## config.mk

```make
export PLATFORM = sky130hd
export DESIGN_NAME = pixel_loader_flat
export DESIGN_NICKNAME = d
export VERILOG_FILES = /design/src/rtl/pixel_loader_pkg.sv /design/src/rtl/pixel_loader_if.sv /design/src/rtl/pixel_loader_idle_timer.sv /design/src/rtl/pixel_loader.sv /design/src/flat_wrapper.sv
export SDC_FILE = /design/constraint.sdc
export NUM_CORES = 1
export LEC_CHECK = 0
export BUFFER_PORTS_ARGS = -buffer_cell sky130_fd_sc_hd__buf_2
export CAP_MARGIN = 0
export CORE_ASPECT_RATIO = 0.8
export CORE_MARGIN = 2
export CORE_UTILIZATION = 28
export CTS_CLUSTER_DIAMETER = 30
export DETAILED_ROUTE_END_ITERATION = 10
export PLACE_DENSITY = 0.43
export SYNTH_ARGS = -nofsm -noshare
export SYNTH_HDL_FRONTEND = slang
export SYNTH_SLANG_ARGS = --single-unit
```

## constraint.sdc

```tcl
create_clock -name clk -period 4.3 [get_ports clk]
set_clock_uncertainty 0.2 [all_clocks]
set_input_delay 0.86 -clock clk [delete_from_list [all_inputs] [get_ports clk]]
set_output_delay 0.86 -clock clk [all_outputs]
set_load 0.01 [all_outputs]
```

## src/rtl/pixel_loader_pkg.sv

```systemverilog
// pixel_loader_pkg: shared MNIST dimensions and the pixel quantisation rule.
package pixel_loader_pkg;
    localparam int MNIST_N_PIX = 784;
    localparam int PIX_W = 8;
    localparam int FC1_IN = MNIST_N_PIX;
    localparam int FC1_OUT = 128;
    localparam int FC2_OUT = 10;
    function automatic logic [PIX_W-1:0] quantise(input logic [PIX_W-1:0] d, input int shift);
        logic [PIX_W-1:0] q;
        q = d >> shift;
        return q > 8'd127 ? 8'd127 : q;
    endfunction
endpackage

```

## src/rtl/pixel_loader_if.sv

```systemverilog
// pixel_loader_if: byte stream in, image-buffer writes and frame handshake out.
interface pixel_loader_if import pixel_loader_pkg::*; #(parameter int N_PIX = MNIST_N_PIX);
    localparam int AW = $clog2(N_PIX);
    logic s_valid;
    logic s_ready;
    logic [PIX_W-1:0] s_data;
    logic x_we;
    logic [AW-1:0] x_addr;
    logic signed [PIX_W-1:0] x_data;
    logic start;
    logic infer_done;
    logic [15:0] frame_cnt;
    logic err_timeout;
    modport master (
        output s_valid, s_data, infer_done,
        input s_ready, x_we, x_addr, x_data, start, frame_cnt, err_timeout
    );
    modport slave (
        input s_valid, s_data, infer_done,
        output s_ready, x_we, x_addr, x_data, start, frame_cnt, err_timeout
    );
endinterface

```

## src/rtl/pixel_loader_idle_timer.sv

```systemverilog
// pixel_loader_idle_timer: counts enabled idle cycles, flags the TIMEOUT-th one.
module pixel_loader_idle_timer #(
    parameter int TIMEOUT = 1000000
) (
    input  logic clk,
    input  logic rst,
    input  logic clear,
    input  logic enable,
    output logic expire
);
    localparam int W = TIMEOUT > 1 ? $clog2(TIMEOUT) : 1;
    logic [W-1:0] cnt;
    assign expire = TIMEOUT != 0 && enable && !clear && cnt == W'(TIMEOUT - 1);
    always_ff @(posedge clk)
        if (rst || clear || expire) cnt <= '0;
        else if (enable) cnt <= cnt + W'(1);
endmodule

```

## src/rtl/pixel_loader.sv

```systemverilog
// pixel_loader: streams uint8 pixels into the image buffer and hands complete frames to the FC layers.
module pixel_loader import pixel_loader_pkg::*; #(
    parameter int N_PIX = MNIST_N_PIX,
    parameter int PIX_SHIFT = 1,
    parameter int TIMEOUT = 1000000
) (
    input logic clk,
    input logic rst,
    pixel_loader_if.slave bus
);
    localparam int AW = $clog2(N_PIX);
    localparam logic [1:0] S_LOAD = 2'd0, S_START = 2'd1, S_WAIT = 2'd2;
    logic [1:0] state, next;
    logic [AW-1:0] pix_cnt;
    logic accept, last, expire;
    assign bus.s_ready = state == S_LOAD && !rst;
    assign accept = bus.s_valid && bus.s_ready;
    assign last = pix_cnt == AW'(N_PIX - 1);
    always_comb
        next = state == S_LOAD ? (accept && last ? S_START : S_LOAD) :
               state == S_START ? S_WAIT :
               state == S_WAIT ? (bus.infer_done ? S_LOAD : S_WAIT) : S_LOAD;
    // Timer only runs mid-frame; a byte in the expiry cycle clears it and wins.
    pixel_loader_idle_timer #(.TIMEOUT(TIMEOUT)) u_timer (
        .clk(clk),
        .rst(rst),
        .clear(accept || pix_cnt == '0 || state != S_LOAD),
        .enable(state == S_LOAD),
        .expire(expire)
    );
    always_ff @(posedge clk)
        if (rst) begin
            state <= S_LOAD;
            pix_cnt <= '0;
            bus.x_we <= 1'b0;
            bus.x_addr <= '0;
            bus.x_data <= '0;
            bus.start <= 1'b0;
            bus.err_timeout <= 1'b0;
            bus.frame_cnt <= '0;
        end else begin
            state <= next;
            bus.x_we <= accept;
            if (accept) begin
                bus.x_addr <= pix_cnt;
                bus.x_data <= $signed(quantise(bus.s_data, PIX_SHIFT));
            end
            bus.start <= state == S_START;
            bus.err_timeout <= expire;
            if (state == S_START) bus.frame_cnt <= bus.frame_cnt + 16'd1;
            pix_cnt <= accept ? (last ? '0 : pix_cnt + AW'(1)) : expire ? '0 : pix_cnt;
        end
endmodule

```

## src/flat_wrapper.sv

```systemverilog
// flat-port wrapper written by rule: the top's interface ports become plain ports
module pixel_loader_flat import pixel_loader_pkg::*;
#(
    parameter int N_PIX = MNIST_N_PIX,
    parameter int PIX_SHIFT = 1,
    parameter int TIMEOUT = 1000000
)
  (clk, rst, bus_s_valid, bus_s_data, bus_infer_done, bus_s_ready, bus_x_we, bus_x_addr, bus_x_data, bus_start, bus_frame_cnt, bus_err_timeout);
  pixel_loader_if #(.N_PIX(N_PIX)) bus_i ();
  input logic clk;
  input logic rst;
  input wire logic [$bits(bus_i.s_valid)-1:0] bus_s_valid;
  input wire logic [$bits(bus_i.s_data)-1:0] bus_s_data;
  input wire logic [$bits(bus_i.infer_done)-1:0] bus_infer_done;
  output wire logic [$bits(bus_i.s_ready)-1:0] bus_s_ready;
  output wire logic [$bits(bus_i.x_we)-1:0] bus_x_we;
  output wire logic [$bits(bus_i.x_addr)-1:0] bus_x_addr;
  output wire logic [$bits(bus_i.x_data)-1:0] bus_x_data;
  output wire logic [$bits(bus_i.start)-1:0] bus_start;
  output wire logic [$bits(bus_i.frame_cnt)-1:0] bus_frame_cnt;
  output wire logic [$bits(bus_i.err_timeout)-1:0] bus_err_timeout;
  assign bus_i.s_valid = bus_s_valid;
  assign bus_i.s_data = bus_s_data;
  assign bus_i.infer_done = bus_infer_done;
  assign bus_s_ready = bus_i.s_ready;
  assign bus_x_we = bus_i.x_we;
  assign bus_x_addr = bus_i.x_addr;
  assign bus_x_data = bus_i.x_data;
  assign bus_start = bus_i.start;
  assign bus_frame_cnt = bus_i.frame_cnt;
  assign bus_err_timeout = bus_i.err_timeout;
  pixel_loader #(.N_PIX(N_PIX), .PIX_SHIFT(PIX_SHIFT), .TIMEOUT(TIMEOUT)) u_core (.clk(clk), .rst(rst), .bus(bus_i));
endmodule
```

==> flow_metrics.env <==
export IMPL_status="finished clean"
export IMPL_viasPerCell=4.55
export IMPL_vias=2397
export IMPL_netlist_top_cells_area="dfxtp_1 46%, nor2_1 5.8%, xnor2_1 5.6%"
export IMPL_antennaDiodeCount=0
export IMPL_cp_common_cell="buf_2"
export IMPL_total_power_uw=1440
export IMPL_grt_max_degree=48
export IMPL_drc=0
export IMPL_clkPwrFrac=0.513
export IMPL_intPower_uw=1140
export IMPL_hold_worst_slack_ns=0.270
export IMPL_routedWlPerCell_um=12.2
export IMPL_rrSetupSlack_ns=2.15
export IMPL_crit_path_top_delay_cell="buf_2"
export IMPL_syn_avg_cell_area_um2=8.79
export IMPL_powerDensity_mw_per_mm2=400
export IMPL_synth_seq_cells=68
export IMPL_syn_num_nets=353
export IMPL_swShare=0.212
export IMPL_max_slew_worst_pin_slew_ns=0.861
export IMPL_wl_mm=6.42
export IMPL_crit_start="rst"
export IMPL_peakVddDrop_uv=168
export IMPL_rsz0062_at_grt="false"
export IMPL_path_cells="buf_2 > nor3_4 > buf_2"
export IMPL_cts_buffers=9
export IMPL_worstSetupStartpointType="input pin"
export IMPL_cts_tree="built"
export IMPL_place_inst=511
export IMPL_timing_rr_end="u_core.u_timer.cnt[16]"
export IMPL_die_area_mm2=0.0114
export IMPL_crit_arrival_ns=1.78
export IMPL_power_leakage_uw=0.00134
export IMPL_port_buffers=47
export IMPL_setup_viol=0
export IMPL_start_util=0.288
export IMPL_fin_setup_tns_ns=0
export IMPL_seq_area_frac_synth=0.459
export IMPL_die_width_um=119
export IMPL_clkSlewWorstSetupHoldPaths_ns=0.05
export IMPL_dr_first_iter_drc_count=131
export IMPL_ios=50
export IMPL_cts_sinks=68
export IMPL_worstSkewPairLatency_ns=0.33
export IMPL_holdPathEnd="u_core.bus.x_addr[2]"
export IMPL_core_area_mm2=0.0103
export IMPL_first_pass_iters=4
export IMPL_final_max_slew_viol_count=0
export IMPL_relSlewSlack=0.426
export IMPL_min_from="u_core.bus.x_addr[2]"
export IMPL_required_ns=3.24
export IMPL_ys_async_sr_fraction=0
export IMPL_grt_use_total=0.118
export IMPL_min_period_over_period=0.661
export IMPL_r2r_start="u_core.u_timer.cnt[9]"
export IMPL_cp_depth=3
export IMPL_ant_nets=0
export IMPL_fmax_mhz=352
export IMPL_die_h_um=96.0
export IMPL_gp_congestion=0.739
export IMPL_drive_gt1_frac=0.196
export IMPL_synth_top_area_frac=0.459
export IMPL_hold_viol=0
export IMPL_r2r_cells=5
export IMPL_cpPeakStageDelay_ns=0.65
export IMPL_max_cap_violations=0
export IMPL_hp_class="reg2reg"
export IMPL_cp_max_fo=47
export IMPL_yosys_area_top_type="dfxtp_1"
export IMPL_grt_pass1_vias=2226
export IMPL_post_cts_resized=0
export IMPL_yosysWarnings=0
export IMPL_fin_crit_ns=2.84
export IMPL_netlist_instances=337
export IMPL_synth_edf_count=0
export IMPL_cts_max_level=3
export IMPL_final_nets=398
export IMPL_fillers=1098
export IMPL_grt_antenna_before_repair=0
export IMPL_cts_setup_buffers=0
export IMPL_cts_hold_buf=0
export IMPL_syn_to_final_growth_pct=21.7
export IMPL_crit_type="in2out"
export IMPL_worst_path_buf_inv=2
export IMPL_dp_hpwl_mm=4.27
export IMPL_cp_end_kind="primary output"
export IMPL_grt_pass1_wl_mm=10.5
export IMPL_power_frac_comb=0.040
export IMPL_cp_top_family="buffers and inverters"
export IMPL_synthesis_area_mm2=0.00296
export IMPL_synth_cell_type_count=44
export IMPL_clock_path_buffers=2
export IMPL_instances_no_fill=527
export IMPL_switchingPower_uw=306
export IMPL_overflow=0
export IMPL_power_frac_seq=0.447
export IMPL_whs_path_depth=2
export IMPL_rows=33
export IMPL_synthFlopType="dfxtp_1"
export IMPL_cts_root_buffer="clkbuf_16"
==> routing by layer <==
layer,vias to the layer above,GRT usage,part of all wire
li1,1246,-,-
met1,1104,0.151,0.51
met2,42,0.179,0.43
met3,5,0.0557,0.053
met4,0,0.0337,0.0061
met5,-,0,0
==> cell families (layout without fill, tap and decap cells) <==
logic type	count (synthesis)	count (layout)	share of synthesized area
compound gates	51	51	0.108
xor+xnor	30	30	0.0887
fa+ha+maj	4	4	0.0169
buf+inv	21	71	0.0355
flops	68	68	0.459
mux	1	1	0.00338
other cells	1	1	0.00127
simple gates	161	161	0.287
==> how the worst max path moves through the flow <==
| stage | slack, ns | endpoint |
|---|---|---|
| floorplan | 2.18 | bus_s_ready |
| global placement | 1.31 | u_core.u_timer.cnt[1] |
| detailed placement | 1.34 | u_core.u_timer.cnt[1] |
| CTS | 1.41 | bus_s_ready |
| global route | 1.36 | bus_s_ready |
| finish | 1.46 | bus_s_ready |
==> sequential cells by signal, summed over array words and instances (netlist names) <==
register	cells
u_core.bus.err_timeout	1
u_core.bus.frame_cnt	16
u_core.bus.start	1
u_core.bus.x_addr	10
u_core.bus.x_data	7
u_core.bus.x_we	1
u_core.pix_cnt	10
u_core.state	2
u_core.u_timer.cnt	20
==> final cells by class <==
class	instances	area, um2	area share
multi-input combinational	248	1500	0.415
sequential	68	1360	0.377
clock buffer	12	256	0.0711
timing repair buffer	47	235	0.0652
tap	140	175	0.0486
clock inverter	4	47.5	0.0132
inverter	8	35.0	0.00971
==> worst register-to-register path: cells and delay by family, from the launching register on <==
family,cells,cell delay (ns)
buffers and inverters,1,0.09
flip-flops,1,0.37
AND/OR/NAND/NOR,4,1.34
==> power by group through the flow <==
stage	Clock, uW	Sequential [uW]	Combinational [uW]
2_1_floorplan	0	662	38.1
3_3_place_gp	0	659	59.1
3_5_place_dp	0	659	59.5
4_1_cts	771	646	60.0
5_1_grt	796	646	66.0
6_report	741	646	58.4
==> cell usage in the layout, fill, tap and decap left out, types with 5 or more instances in the layout <==
cell type,count
nand3_1,15
clkbuf_16,9
xnor2_1,19
dfxtp_1,68
nand4_1,6
xor2_1,11
nand2_1,38
o21ai_0,22
a311oi_1,6
a21oi_1,10
nand2b_1,16
nor2_1,46
nor4_1,5
nor3_1,6
buf_2,47
inv_1,7
==> per-stage QoR <==
stage | setup WS, ns | area [um2] | util
final | 1.46 | 3610 | 0.351
after global routing | 1.36 | 3610 | 0.351
after CTS | 1.41 | 3610 | 0.351
after detailed placement | 1.34 | 3300 | 0.321
after global placement | 1.31 | 3300 | 0.321
after floorplan | 2.18 | 2960 | -
==> cells in the mapped netlist, types with 5 or more instances <==
| cell | number |
|---|---|
| a311oi_1 | 6 |
| nand3_1 | 15 |
| xnor2_1 | 19 |
| dfxtp_1 | 68 |
| inv_1 | 7 |
| a21oi_1 | 10 |
| nor4_1 | 5 |
| o21ai_0 | 22 |
| clkbuf_1 | 8 |
| nand4_1 | 6 |
| xor2_1 | 11 |
| nand2b_1 | 16 |
| nor2_1 | 46 |
| nor3_1 | 6 |
| nand2_1 | 38 |
(Power assumes the default switching activity.)
